File: config.mk
export PLATFORM = sky130hd
export DESIGN_NAME = writeback
export DESIGN_NICKNAME = d
export VERILOG_FILES = /design/src/rtl/writeback_pkg.sv /design/src/rtl/load_ext.sv /design/src/rtl/writeback.sv
export SDC_FILE = /design/constraint.sdc
export NUM_CORES = 1
export LEC_CHECK = 0
export BUFFER_PORTS_ARGS = -buffer_cell sky130_fd_sc_hd__buf_2
export CAP_MARGIN = 20
export CORE_MARGIN = 2
export CORE_UTILIZATION = 58
export DETAILED_ROUTE_END_ITERATION = 16
export PLACE_DENSITY = 0.95
export SLEW_MARGIN = 20
export SYNTH_ARGS = -nofsm -noshare
export SYNTH_HDL_FRONTEND = slang
export SYNTH_SLANG_ARGS = --single-unit
File: constraint.sdc
create_clock -name clk -period 6.88 [get_ports clk]
set_clock_uncertainty 0.2 [all_clocks]
set_input_delay 0.688 -clock clk [delete_from_list [all_inputs] [get_ports clk]]
set_output_delay 0.688 -clock clk [all_outputs]
set_load 0.01 [all_outputs]
File: src/rtl/writeback_pkg.sv
// Shared pipeline constants: writeback result sources and load funct3 codes.
// Decode and memory stages import these same encodings.
package writeback_pkg;

    typedef enum logic [1:0] {
        WbSrcAlu = 2'd0,
        WbSrcMem = 2'd1,
        WbSrcPc4 = 2'd2,
        WbSrcCsr = 2'd3
    } wb_src_e;

    localparam logic [2:0] Funct3Lb  = 3'b000;
    localparam logic [2:0] Funct3Lh  = 3'b001;
    localparam logic [2:0] Funct3Lw  = 3'b010;
    localparam logic [2:0] Funct3Lbu = 3'b100;
    localparam logic [2:0] Funct3Lhu = 3'b101;

endpackage

File: src/rtl/load_ext.sv
// Load data extraction: picks byte/halfword from a raw memory word and extends it.
module load_ext
    import writeback_pkg::*;
(
    input  logic [2:0]  funct3,
    input  logic [1:0]  addr,
    input  logic [31:0] word,
    output logic [31:0] result
);

    logic [7:0]  byte_sel;
    logic [15:0] half_sel;

    // Misaligned halfwords simply use addr[1]; no trap is raised here.
    assign byte_sel = word[8*addr +: 8];
    assign half_sel = addr[1] ? word[31:16] : word[15:0];

    always_comb begin
        result = word;
        case (funct3)
            Funct3Lb:  result = {{24{byte_sel[7]}}, byte_sel};
            Funct3Lbu: result = {24'd0, byte_sel};
            Funct3Lh:  result = {{16{half_sel[15]}}, half_sel};
            Funct3Lhu: result = {16'd0, half_sel};
            Funct3Lw:  result = word;
            default:   result = word;
        endcase
    end

endmodule

File: src/rtl/writeback.sv
// Writeback stage: M->W pipeline register, result select, x0 suppression, instret.
module writeback
    import writeback_pkg::*;
#(
    parameter int unsigned XLEN = 32
) (
    input  logic            clk,
    input  logic            rst_n,
    input  logic            instr_valid_m,
    input  logic            rd_write_m,
    input  logic [1:0]      rd_write_src_m,
    input  logic [4:0]      rd_m,
    input  logic [XLEN-1:0] pc_m,
    input  logic [XLEN-1:0] alu_res_m,
    input  logic [2:0]      load_funct3_m,
    input  logic [XLEN-1:0] mem_read_data_m,
    input  logic [XLEN-1:0] csr_data_m,
    input  logic            mem_valid_m,
    input  logic            stall_w,
    output logic            rd_write_w,
    output logic [4:0]      rd_w,
    output logic [XLEN-1:0] rd_data_w,
    output logic            mem_wait_w,
    output logic [63:0]     instret_w
);

    logic            valid_q,    valid_d;
    logic            rd_write_q, rd_write_d;
    logic [4:0]      rd_q,       rd_d;
    wb_src_e         src_q,      src_d;
    logic [XLEN-1:0] pc_q,       pc_d;
    logic [XLEN-1:0] alu_res_q,  alu_res_d;
    logic [2:0]      funct3_q,   funct3_d;
    logic [XLEN-1:0] mem_data_q, mem_data_d;
    logic [XLEN-1:0] csr_data_q, csr_data_d;
    logic [63:0]     instret_q,  instret_d;
    logic [XLEN-1:0] load_data;

    assign mem_wait_w = instr_valid_m && (rd_write_src_m == WbSrcMem) && !mem_valid_m;

    // Stall beats wait: a stalled W register holds rather than taking a bubble.
    always_comb begin
        valid_d    = valid_q;
        rd_write_d = rd_write_q;
        rd_d       = rd_q;
        src_d      = src_q;
        pc_d       = pc_q;
        alu_res_d  = alu_res_q;
        funct3_d   = funct3_q;
        mem_data_d = mem_data_q;
        csr_data_d = csr_data_q;
        instret_d  = instret_q;
        if (!stall_w) begin
            if (valid_q) begin
                instret_d = instret_q + 64'd1;
            end
            if (mem_wait_w) begin
                valid_d    = 1'b0;
                rd_write_d = 1'b0;
            end else begin
                valid_d    = instr_valid_m;
                rd_write_d = rd_write_m;
                rd_d       = rd_m;
                src_d      = wb_src_e'(rd_write_src_m);
                pc_d       = pc_m;
                alu_res_d  = alu_res_m;
                funct3_d   = load_funct3_m;
                mem_data_d = mem_read_data_m;
                csr_data_d = csr_data_m;
            end
        end
    end

    always_ff @(posedge clk or negedge rst_n) begin
        if (!rst_n) begin
            valid_q    <= 1'b0;
            rd_write_q <= 1'b0;
            rd_q       <= 5'd0;
            src_q      <= WbSrcAlu;
            pc_q       <= '0;
            alu_res_q  <= '0;
            funct3_q   <= 3'd0;
            mem_data_q <= '0;
            csr_data_q <= '0;
            instret_q  <= 64'd0;
        end else begin
            valid_q    <= valid_d;
            rd_write_q <= rd_write_d;
            rd_q       <= rd_d;
            src_q      <= src_d;
            pc_q       <= pc_d;
            alu_res_q  <= alu_res_d;
            funct3_q   <= funct3_d;
            mem_data_q <= mem_data_d;
            csr_data_q <= csr_data_d;
            instret_q  <= instret_d;
        end
    end

    load_ext u_load_ext (
        .funct3 (funct3_q),
        .addr   (alu_res_q[1:0]),
        .word   (mem_data_q),
        .result (load_data)
    );

    always_comb begin
        rd_data_w = alu_res_q;
        unique case (src_q)
            WbSrcAlu: rd_data_w = alu_res_q;
            WbSrcMem: rd_data_w = load_data;
            WbSrcPc4: rd_data_w = pc_q + XLEN'(4);
            WbSrcCsr: rd_data_w = csr_data_q;
            default:  rd_data_w = alu_res_q;
        endcase
    end

    assign rd_write_w = valid_q && rd_write_q && (rd_q != 5'd0);
    assign rd_w       = rd_q;
    assign instret_w  = instret_q;

endmodule

==> summary.txt, run 1 <==
Run status
  • Status: complete, but fails checks
  • Failing checks: negative hold slack

Power
  • PwrDens: 269 mW/mm^2
  • Leak pwr: 0.00582 uW
  • Peak supply drop: 266 uV
  • Power, Total: 3330 uW

Clock network
  • Clock transition at the registers of the reported paths: 0.06 ns
  • Clk_lat worst skew: 0.51 ns
  • Setup bufs post-CTS: 0
  • Clock sink count: 204
  • PostCTS Resize Cnt: 0
  • Clock Tree Buf Depth: 3
  • Htree depth: 1
  • CTS root buf: clkbuf_16
  • CTS tree: built
  • TritonCTS Buffers: 23
  • CTS Hold Bufs: 0

Floorplanning
  • Placement row count: 48
  • Die Height: 136 microns
  • DIE WIDTH: 136 microns
  • Starting Density: 0.589
  • Die area: 0.0185 sq mm
  • Area of the core: 0.0172 sq mm
  • # IOs: 247

Placement
  • RD Place Congestion: 0.960
  • Inst Count DP: 1,345
  • Dpl hpwl: 21,300 microns
  • I/O Buffers: 246
  • Place WS: 3.44 ns

Worst setup path
  • CP arrival: 3.18 ns
  • Max FO, Critical Path: 37
  • CP startpoint: src_q[1]
  • Endpoint kind of the worst setup timing path: output port
  • Required time worst endpoint: 5.99 ns
  • R2r startpoint: valid_q
  • CP Launch Type: flop
  • WS Path Type: reg2out

Layout
  • Layout cell share with drive strength beyond 1: 0.382
  • Commonest cells after routing, fill and taps aside: 245 x buf_2, 204 x dfrtp_1, 131 x mux2_2, 70 x nand2_1, 53 x xnor2_1
  • Fill count: 1,192
  • Most common cell after layout, fill and taps aside: buf_2
  • P&R area growth vs syn: 22.4%
  • Nets: 1,291
  • Fin cells: 1,391
  • FF+latch area: 0.00510 sq mm
  • Combined area of the multi-input logic cells: 0.00476 sq mm

Global routing
  • Largest net degree at the start of global routing: 146
  • First-pass GRT wire length: 45,100 microns
  • Total track usage: 0.318
  • Number of global-route vias before repair: 8,408
  • Total global routing overflow: 0
  • Initial antenna violation count: 6

Drt
  • Vias: 8,492
  • Average wire per cell in the routed design: 21.2 microns
  • Final WL: 29,500 microns
  • DR vias/cell: 6.10
  • Post-route ant nets: 0
  • First-pass DRT Iterations: 6
  • Residual DRC: 0
  • DR iter-0 viols: 595

Logic synthesis
  • Post-Syn Nets: 1,057
  • Syn. warnings: 0
  • Sequential fraction of the synthesis area: 0.505
  • Synth Area per Inst: 11.1 sq um
  • Top FF cell, synth: dfrtp_1
  • Top cells by area, synth: dfrtp_1 50%, mux2_2 15%, xnor2_1 4.6%
  • Cell Area, Synth: 0.0101 sq mm
  • Cell accounting for the most synthesized area: dfrtp_1
  • Post-synth EDFFs: 0
  • Mapped Cells: 911
  • Yosys reg bits: 204
  • Area share of the largest cell type after synthesis: 0.505
  • Async S/R FF share, synth: 1.00
  • Post-synth cell types: 60

Flow run
  • Max-Cap Viols: 0

STA
  • Max Freq: 246 MHz
  • Setup WS post-layout: 2.81 ns
  • Crit path time final: 4.07 ns
  • Hold slack: -0.0208 ns
  • Final Hold Viols: 9
  • Period Utilization, post-route: 0.592
  • Post-Route Setup TNS: 0 ns
  • RSZ-0062 raised after global routing: no
  • Slew HR: 0.350
  • Final setup fails: 0
  • Slew Viols, Final: 0
  • Worst-margin pin slew: 0.972 ns

Worst hold path
  • Hold Path Class: in2async
## final timing paths
check	to	slack, ns	cells after the start
setup / recovery	rd_data_w[5]	2.81	7
hold / removal	funct3_q[0]	-0.02	1
setup reg to reg	instret_w[58]	4.00	5
hold reg to reg	instret_w[63]	0.27	1
max in group asynchronous	alu_res_q[29]	5.21	2
min in group clk	pc_q[10]	0.19	3
## through the flow
stage	util	cell area [sq um]
final	0.720	12400
after CTS	0.720	12400
after global placement	0.671	11500
after detailed placement	0.671	11500
after global routing	0.720	12400
after floorplan	-	10100
## sequential cells by signal (all words and copies together), names as in the netlist
register	cells
instret_w	64
rd_write_q	1
funct3_q	3
pc_q	32
csr_data_q	32
valid_q	1
src_q	2
alu_res_q	32
mem_data_q	32
rd_w	5
## routing by layer
| metal | GRT usage | share of wire |
|---|---|---|
| met1 | 0.390 | 0.38 |
| met2 | 0.533 | 0.48 |
| met3 | 0.0761 | 0.089 |
| met4 | 0.148 | 0.049 |
| met5 | 0 | 0.0012 |
## synth_stat cells, types with 5 or more instances
master	instances
nand2b_1	7
nor2b_1	5
buf_2	9
dfrtp_1	204
clkbuf_1	32
a211oi_1	8
nor3_1	16
and2_1	6
xnor2_1	53
nor2_1	49
o221ai_1	5
a21o_1	9
o21ai_0	31
nand2_1	70
xor2_1	33
and3_1	13
o22a_1	7
mux2i_1	8
nand4_1	27
a211o_1	5
nor4_1	8
and4_1	6
inv_1	21
a21oi_1	39
nand3_1	37
mux2_2	131
a22oi_1	10
## cells by family after synthesis
family	count (synthesis)	synth area share
and+or+nand+nor	269	0.140
DFF	204	0.505
AOI/OAI and AO/OA	144	0.0949
muxes	141	0.158
xor gates and xnor gates	86	0.0745
buffers and inverters	65	0.0252
adders and majority gates	2	0.00247
## final cells by class
cell class / instances / area share
Antenna cell: 4 / 0.000809
Clock buffer: 30 / 0.0535
Clock inverter: 12 / 0.0139
Inverter: 21 / 0.00637
Multi-Input combinational cell: 642 / 0.385
Sequential cell: 204 / 0.413
Tap cell: 225 / 0.0228
Timing Repair Buffer: 253 / 0.105
## worst max-delay path, stage by stage (launching register included)
cell and delay, ns:
dfrtp_1 0.62, buf_4 0.42, inv_1 0.15, nor2_1 0.70
a22oi_1 0.29, a21oi_1 0.25, nor2_1 0.08, buf_2 0.14
## report_power, final
group / switching, uW / internal, uW / leakage [uW] / total, uW
registers: 132 / 1310 / 0.00250 / 1440
clock network: 504 / 829 / 0.000405 / 1330
logic: 296 / 262 / 0.00291 / 559
(Power assumes the default switching activity.)
==> run 2, diff against run 1 <==
--- a/config.mk
+++ b/config.mk
@@ -5,12 +5,13 @@
 export SDC_FILE = /design/constraint.sdc
 export NUM_CORES = 1
 export LEC_CHECK = 0
+export ABC_AREA = 1
 export BUFFER_PORTS_ARGS = -buffer_cell sky130_fd_sc_hd__buf_2
 export CAP_MARGIN = 20
 export CORE_MARGIN = 2
-export CORE_UTILIZATION = 58
+export CORE_UTILIZATION = 50
 export DETAILED_ROUTE_END_ITERATION = 16
-export PLACE_DENSITY = 0.95
+export PLACE_DENSITY = 0.87
 export SLEW_MARGIN = 20
 export SYNTH_ARGS = -nofsm -noshare
 export SYNTH_HDL_FRONTEND = slang
==> constraint.sdc (replaced) <==
create_clock -name clk -period 3.45 [get_ports clk]
set_clock_uncertainty 0.2 [all_clocks]
set_input_delay 0.345 -clock clk [delete_from_list [all_inputs] [get_ports clk]]
set_output_delay 0.345 -clock clk [all_outputs]
set_load 0.01 [all_outputs]
==> run 2 against run 1 <==
The flow now finishes without violations. Global-route usage is 2.8 points higher. Setup slack worse by 2.6 ns. Via count is 40% higher. Combinational power grew to 2.5 times the previous value. Sequential cell count stayed put. Register-to-register slack worse by 2.7 ns. Sequential share of layout area is 7.5 points lower. Final cell count is 52% higher. Total power is 99% higher. First-iteration DRC count is 63% higher. Routed wire length is 43% higher.
==> summary.txt, run 2 <==
Worst setup path
  • WS Path Type: reg2out (unchanged)
  • CP most frequent cell: nand2_1 (was nor2_1)
  • Max incr delay on CP: 0.56 ns (was 0.70 ns)
  • Crit path cell chain: inv_2, nand2_1, nand2_1, nand2_1, nand2_1, nand2_1, nand3_4, a21boi_0, nand3_1, buf_2 (was buf_4, inv_1, nor2_1, a22oi_1, a21oi_1, nor2_1, buf_2)
  • Worst path buffer plus inverter count: 2 (was 3)
  • Endpoint kind of the worst setup timing path: output port (unchanged)
  • CP startpoint: alu_res_q[1] (was src_q[1])
  • CP arrival: 2.67 ns (was 3.18 ns)
  • Reg2Reg Setup Slack: 1.30 ns (was 4.00 ns)
  • CP Launch Type: flop (unchanged)
  • Slowest stage cell, crit path: dfrtp_1 (was nor2_1)
  • CP top delay family: simple AND/OR/NAND/NOR gates (unchanged)
  • Required time worst endpoint: 2.90 ns (was 5.99 ns)
  • Reg2Reg Depth: 8 (was 5)
  • Max FO, Critical Path: 16 (was 37)
  • Reg-to-Reg End: instret_w[47] (was instret_w[58])
  • R2r startpoint: instret_w[0] (was valid_q)

Layout
  • Number of flip-flops in the largest register: 64 (unchanged)
  • Layout cell share with drive strength beyond 1: 0.238 (was 0.382)
  • Most common cell after layout, fill and taps aside: nand2_1 (was buf_2)
  • Nets: 1,959 (was 1,291)
  • P&R area growth vs syn: 32.8% (was 22.4%)
  • Commonest cells after routing, fill and taps aside: 395 x nand2_1, 245 x buf_2, 229 x nor2_1, 204 x dfrtp_1, 142 x dlygate4sd3_1 (was 245 x buf_2, 204 x dfrtp_1, 131 x mux2_2, 70 x nand2_1, 53 x xnor2_1)
  • Post-route core utilization: 0.672 (was 0.720)

Logic synthesis
  • Largest family of logic cells by synthesized area: simple AND/OR/NAND/NOR gates (was multiplexers)
  • Post-synth EDFFs: 0 (unchanged)
  • Area share of the largest cell type after synthesis: 0.448 (was 0.505)
  • Top FF cell, synth: dfrtp_1 (unchanged)
  • Top cells by area, synth: dfrtp_1 45%, nand2_1 13%, mux2_2 10% (was dfrtp_1 50%, mux2_2 15%, xnor2_1 4.6%)
  • Synth Area per Inst: 7.98 sq um (was 11.1 sq um)
  • Mapped Cells: 1,427 (was 911)
  • Compound-Gate Fraction of Synth Area: 0.0613 (was 0.0949)
  • Post-synthesis mux area share: 0.103 (was 0.158)
  • Cell Area, Synth: 0.0114 sq mm (was 0.0101 sq mm)
  • Post-synth cell types: 40 (was 60)
  • Post-Syn Nets: 1,573 (was 1,057)
  • Sequential fraction of the synthesis area: 0.448 (was 0.505)
  • Post-Synth Adder-Cell Area: 0.00220 (was 0.00247)
  • Syn. warnings: 0 (unchanged)
  • Synth Area in XOR/XNOR: 0.0284 (was 0.0745)
  • Most common cell in the netlist: nand2_1 (was dfrtp_1)
  • Simple-Gate Fraction of Synth Area: 0.304 (was 0.140)
  • Synth cell count leaders: 395 x nand2_1, 231 x nor2_1, 204 x dfrtp_1, 111 x inv_1, 104 x mux2_2 (was 204 x dfrtp_1, 131 x mux2_2, 70 x nand2_1, 53 x xnor2_1, 49 x nor2_1)
  • Cell accounting for the most synthesized area: dfrtp_1 (unchanged)
  • Yosys reg bits: 204 (unchanged)
  • Async S/R FF share, synth: 1.00 (unchanged)

Clock network
  • Htree depth: 1 (unchanged)
  • CTS root buf: clkbuf_16 (unchanged)
  • CTS tree: built (unchanged)
  • Clock sink count: 204 (unchanged)
  • Clk_lat worst skew: 0.52 ns (was 0.51 ns)
  • TritonCTS Buffers: 23 (unchanged)
  • Clock Tree Buf Depth: 3 (unchanged)
  • Setup bufs post-CTS: 0 (unchanged)
  • Clock transition at the registers of the reported paths: 0.06 ns (about the same)

Power
  • Comb power frac: 0.211 (was 0.168)
  • Leak pwr: 0.00712 uW (was 0.00582 uW)
  • Int Pwr: 4580 uW (was 2400 uW)
  • Clock share of power: 0.360 (was 0.400)
  • PwrDens: 439 mW/mm^2 (was 269 mW/mm^2)
  • Net load switching power: 2060 uW (was 932 uW)
  • Peak supply drop: 313 uV (was 266 uV)
  • Switching share of power: 0.311 (was 0.280)
  • Sequential Power Share: 0.429 (was 0.432)

Global routing
  • Initial antenna violation count: 4 (was 6)
  • First-pass GRT wire length: 64,800 microns (was 45,100 microns)
  • Total track usage: 0.347 (was 0.318)
  • Total global routing overflow: 0 (unchanged)
  • Largest net degree at the start of global routing: 97 (was 146)
  • Number of global-route vias before repair: 12.1k (was 8,408)

Worst hold path
  • WHS Path Cells: 4
  • Min-delay src: stall_w
  • Hold Path End: instret_w[1]
  • Hold Path Class: in2reg (was in2async)

Placement
  • Dpl hpwl: 28,500 microns (was 21,300 microns)
  • RD Place Congestion: 0.991 (was 0.960)
  • I/O Buffers: 246 (unchanged)

STA
  • Final setup fails: 0 (unchanged)
  • RSZ-0062 raised after global routing: no (unchanged)
  • Slew HR: 0.309 (was 0.350)
  • Slew Viols, Final: 0 (unchanged)
  • Worst-margin pin slew: 1.03 ns (was 0.972 ns)
  • Max Freq: 311 MHz
  • Final Hold Viols: 0 (was 9)
  • Post-Route Setup TNS: 0 ns (unchanged)
  • Period Utilization, post-route: 0.931
  • Crit path time final: 3.21 ns

Floorplanning
  • DIE WIDTH: 155 microns (was 136 microns)
  • # IOs: 247 (unchanged)
  • Die area: 0.0240 sq mm (was 0.0185 sq mm)
  • Starting Density: 0.506 (was 0.589)
  • Area of the core: 0.0225 sq mm (was 0.0172 sq mm)
  • Placement row count: 55 (was 48)
  • Die Height: 155 microns (was 136 microns)

Flow run
  • Max-Cap Viols: 0 (unchanged)

Drt
  • Post-route ant nets: 0 (unchanged)
  • Residual DRC: 0 (unchanged)
  • Final WL: 42,000 microns (was 29,500 microns)
  • Vias: 11.9k (was 8,492)
  • DR vias/cell: 5.62 (was 6.10)
  • DR iter-0 viols: 971 (was 595)
  • First-pass DRT Iterations: 6 (unchanged)
  • Average wire per cell in the routed design: 19.9 microns (was 21.2 microns)

Run status
  • Status: finished clean (was complete, but fails checks)
[run 2: power by group through the flow]
stage	clock network, uW	registers, uW	logic (uW)
floorplan	0	2810	710
global placement	0	2860	1190
detailed placement	0	2870	1210
CTS	2420	2830	1340
global route	2520	2870	1510
finish	2390	2850	1400
[run 2: how the worst max path moves through the flow]
| stage | end | slack [ns] | cells after the start |
|---|---|---|---|
| floorplan | rd_data_w[16] | 1.40 | 10 |
| global placement | rd_data_w[24] | 0.86 | 10 |
| detailed placement | rd_data_w[30] | 0.76 | 10 |
| CTS | rd_data_w[30] | 0.22 | 10 |
| global route | rd_data_w[30] | 0.02 | 10 |
| finish | rd_data_w[30] | 0.24 | 10 |
[run 2: area by class of cell]
class                      instances  area (sq um)
fill                            1737          7370
multi-input combinational       1070          5710
sequential                       204          5100
timing repair buffer             400          2800
clock buffer                      29           628
inverter                         114           428
tap                              285           357
clock inverter                    10          95.1
antenna                            4          10.0
[run 2: cells by family after synthesis]
family          after synthesis
compound gates              125
xor+xnor                     37
fa+ha+maj                     2
buf+inv                     153
flops                       204
mux                         104
simple gates                802
[run 2: routing by layer]
layer,up-vias,track usage,wire (microns)
li1,5414,-,-
met1,5508,0.422,15600
met2,763,0.570,19400
met3,199,0.0655,4160
met4,0,0.220,2860
met5,-,0,0
[run 2: stage by stage]
stage / total power [uW] / cell area [sq um] / setup slack [ns] / hold WS [ns] / std cells
floorplan: 3520 / 11400 / 1.40 / -0.151 / 1427
global placement: 4050 / 13000 / 0.864 / 0.265 / 1931
detailed placement: 4080 / 13000 / 0.760 / 0.271 / 1931
CTS: 6590 / 15100 / 0.220 / 0.0371 / 2112
global route: 6910 / 15100 / 0.0246 / 0.0626 / 2115
finish: 6640 / 15100 / 0.239 / 0.0515 / 2116
[run 2: repair_timing]
| item | in CTS | in global routing |
|---|---|---|
| hold endpoints to repair | 234 | 0 |
| hold buffers | 142 | 0 |
| setup endpoints to repair | 0 | 7 |
| gates resized for setup | 0 | 1 |
[run 2: worst register-to-register path: cells and delay by family, from the launching register on]
kind          cells  cell delay (ns)
xor+xnor          1             0.14
flops             1             0.48
simple gates      6             1.10
buf+inv           1             0.13
==> run 3, diff against run 2 <==
==> constraint.sdc (replaced) <==
create_clock -name clk -period 3.45 [get_ports clk]
set_clock_uncertainty 0.2 [all_clocks]
set_input_delay 0 -clock clk [delete_from_list [all_inputs] [get_ports clk]]
set_output_delay 0 -clock clk [all_outputs]
set_load 0.01 [all_outputs]
==> run 3 against run 2 <==
Core utilization grew 0.43 points. Highest routed layer is now met5. Non-clock buffer count is 5 higher. Sequential cell count unchanged.
==> summary.txt, run 3 (synthesis gave the netlist of run 2 again) <==
Floorplanning
  • Area of the core: 0.0225 sq mm (unchanged)
  • Die area: 0.0240 sq mm (unchanged)
  • Starting Density: 0.506 (unchanged)
  • DIE WIDTH: 155 microns (unchanged)
  • Placement row count: 55 (unchanged)
  • # IOs: 247 (unchanged)
  • Die Height: 155 microns (unchanged)

Power
  • Int Pwr: 4770 uW (was 4580 uW)
  • PwrDens: 446 mW/mm^2 (was 439 mW/mm^2)
  • Peak supply drop: 323 uV (was 313 uV)
  • Net load switching power: 2030 uW (was 2060 uW)
  • Sequential Power Share: 0.419 (was 0.429)
  • Clock share of power: 0.377 (was 0.360)
  • Leak pwr: 0.00718 uW (was 0.00712 uW)
  • Power, Total: 6800 uW (was 6640 uW)
  • Comb power frac: 0.205 (was 0.211)
  • Switching share of power: 0.298 (was 0.311)

Worst hold path
  • Hold Path Class: in2reg (unchanged)
  • WHS Path Cells: 3 (was 4)

Worst setup path
  • CP arrival: 3.10 ns (was 2.67 ns)
  • CP most frequent cell: nand2_1 (unchanged)
  • Endpoint kind of the worst setup timing path: output port (unchanged)
  • Required time worst endpoint: 3.25 ns (was 2.90 ns)
  • Reg2Reg Depth: 8 (unchanged)
  • CP Launch Type: flop (unchanged)
  • Max FO, Critical Path: 20 (was 16)
  • CP top delay family: simple AND/OR/NAND/NOR gates (unchanged)
  • Worst path buffer plus inverter count: 2 (unchanged)
  • Max incr delay on CP: 0.77 ns (was 0.56 ns)
  • Crit path cell chain: inv_2, nand2_1, nand2_1, nand2_1, nand2_1, nand2_1, nand3_2, a21boi_0, nand3_1, buf_2 (was inv_2, nand2_1, nand2_1, nand2_1, nand2_1, nand2_1, nand3_4, a21boi_0, nand3_1, buf_2)
  • WS Path Type: reg2out (unchanged)
  • Critical path depth: 10 (unchanged)
  • Slowest stage cell, crit path: dfrtp_1 (unchanged)

STA
  • Post-Route Setup TNS: 0 ns (unchanged)
  • Final setup fails: 0 (unchanged)
  • Slew HR: 0.470 (was 0.309)
  • Max Freq: 303 MHz (was 311 MHz)
  • Slew Viols, Final: 0 (unchanged)
  • Period Utilization, post-route: 0.957 (was 0.931)
  • Worst-margin pin slew: 0.795 ns (was 1.03 ns)
  • Hold slack: 0.0536 ns (was 0.0515 ns)
  • Final Hold Viols: 0 (unchanged)
  • Crit path time final: 3.30 ns (was 3.21 ns)

Drt
  • Post-route ant nets: 0 (unchanged)
  • First-pass DRT Iterations: 5 (was 6)
  • Residual DRC: 0 (unchanged)
  • Final WL: 41,400 microns (was 42,000 microns)
  • DR vias/cell: 5.64 (was 5.62)
  • Average wire per cell in the routed design: 19.5 microns (was 19.9 microns)
  • Vias: 12.0k (was 11.9k)
  • DR iter-0 viols: 1,209 (was 971)

Global routing
  • Initial antenna violation count: 6 (was 4)
  • Total track usage: 0.341 (was 0.347)
  • First-pass GRT wire length: 64,100 microns (was 64,800 microns)
  • Number of global-route vias before repair: 11.9k (was 12.1k)
  • Total global routing overflow: 0 (unchanged)
  • Largest net degree at the start of global routing: 83 (was 97)

Clock network
  • Clk_lat worst skew: 0.52 ns (about the same)
  • Clock Tree Buf Depth: 3 (unchanged)
  • PostCTS Resize Cnt: 0 (unchanged)
  • Clock sink count: 204 (unchanged)
  • Setup bufs post-CTS: 0 (unchanged)
  • Clock transition at the registers of the reported paths: 0.06 ns (about the same)
  • Htree depth: 1 (unchanged)
  • TritonCTS Buffers: 23 (unchanged)
  • CTS tree: built (unchanged)
  • CTS root buf: clkbuf_16 (unchanged)

Layout
  • Number of flip-flops in the largest register: 64 (unchanged)
  • Nets: 1,964 (was 1,959)
  • Combined area of the multi-input logic cells: 0.00570 sq mm (was 0.00571 sq mm)
  • Commonest cells after routing, fill and taps aside: 395 x nand2_1, 245 x buf_2, 229 x nor2_1, 204 x dfrtp_1, 147 x dlygate4sd3_1 (was 395 x nand2_1, 245 x buf_2, 229 x nor2_1, 204 x dfrtp_1, 142 x dlygate4sd3_1)
  • Layout cell share with drive strength beyond 1: 0.236 (was 0.238)
  • FF+latch area: 0.00510 sq mm (unchanged)
  • Fin cells: 2,124 (was 2,116)
  • P&R area growth vs syn: 33.7% (was 32.8%)
  • Most common cell after layout, fill and taps aside: nand2_1 (unchanged)
  • Fill count: 1,770 (was 1,737)

Placement
  • Dpl hpwl: 28,100 microns (was 28,500 microns)
  • Inst Count DP: 1,930 (was 1,931)
  • I/O Buffers: 246 (unchanged)
  • RD Place Congestion: 0.964 (was 0.991)

Run status
  • Status: finished clean (unchanged)

Flow run
  • Max-Cap Viols: 0 (unchanged)
run 3: cell types whose count changed in the layout (fill, tap and decap cells not counted), sizes merged:
cell,previous run,this run
clkbuf,30,35
dlygate4sd3,142,147
clkinvlp,5,1
clkinv,4,1
bufinv,1,3
diode,4,6
inv,114,115
run 3: worst paths after layout:
kind	start	endpoint	slack (ns)
setup / recovery	alu_res_q[1]	rd_data_w[29]	0.15
hold / removal	pc_m[16]	pc_q[16]	0.05
setup reg to reg	instret_w[12]	instret_w[25]	1.30
hold reg to reg	csr_data_q[13]	csr_data_q[13]	0.31
max in group asynchronous	rst_n	instret_w[50]	2.01
min in group asynchronous	rst_n	pc_q[26]	0.32
run 3: stage by stage:
stage / worst slack [ns] / utilization / cell area, sq um
finish: 0.150 / 0.677 / 15200
global route: -0.00851 / 0.677 / 15200
CTS: 0.307 / 0.676 / 15200
detailed placement: 0.854 / 0.575 / 12900
global placement: 1.00 / 0.575 / 12900
floorplan: 1.70 / - / 11400
run 3: power groups by stage:
stage | clock [uW] | combinational (uW) | sequential, uW
after CTS | 2570 | 1340 | 2830
after floorplan | 0 | 710 | 2810
after global routing | 2700 | 1490 | 2870
after detailed placement | 0 | 1190 | 2870
after global placement | 0 | 1160 | 2860
final | 2560 | 1390 | 2850
run 3: worst reg2reg max path: stages, from the launching register on:
cell,delay [ns]
dfrtp_1,0.45
nand2_1,0.11
nor2_1,0.28
inv_1,0.10
nor2_1,0.22
nand3_1,0.16
nor2_1,0.27
nand2_1,0.11
xnor2_1,0.15
run 3: timing repair:
action,4_1_cts,5_1_grt
hold buffers,148,0
endpoints found under the setup margin,0,0
endpoints found under the hold margin,264,0
run 3: final cells by class:
| cell class | instances | area share |
|---|---|---|
| Clock inverter | 6 | 0.00731 |
| Inverter | 114 | 0.0281 |
| Antenna cell | 6 | 0.000986 |
| Sequential cell | 204 | 0.335 |
| Tap cell | 285 | 0.0234 |
| Clock buffer | 34 | 0.0438 |
| Multi-Input combinational cell | 1070 | 0.374 |
| Timing Repair Buffer | 405 | 0.187 |
run 3: layer usage:
layer | track usage | share of wire | up-vias
met5 | 0 | 0.00027 | -
met1 | 0.424 | 0.37 | 5618
met4 | 0.195 | 0.068 | 2
met2 | 0.558 | 0.46 | 733
li1 | - | - | 5434
met3 | 0.0657 | 0.10 | 197
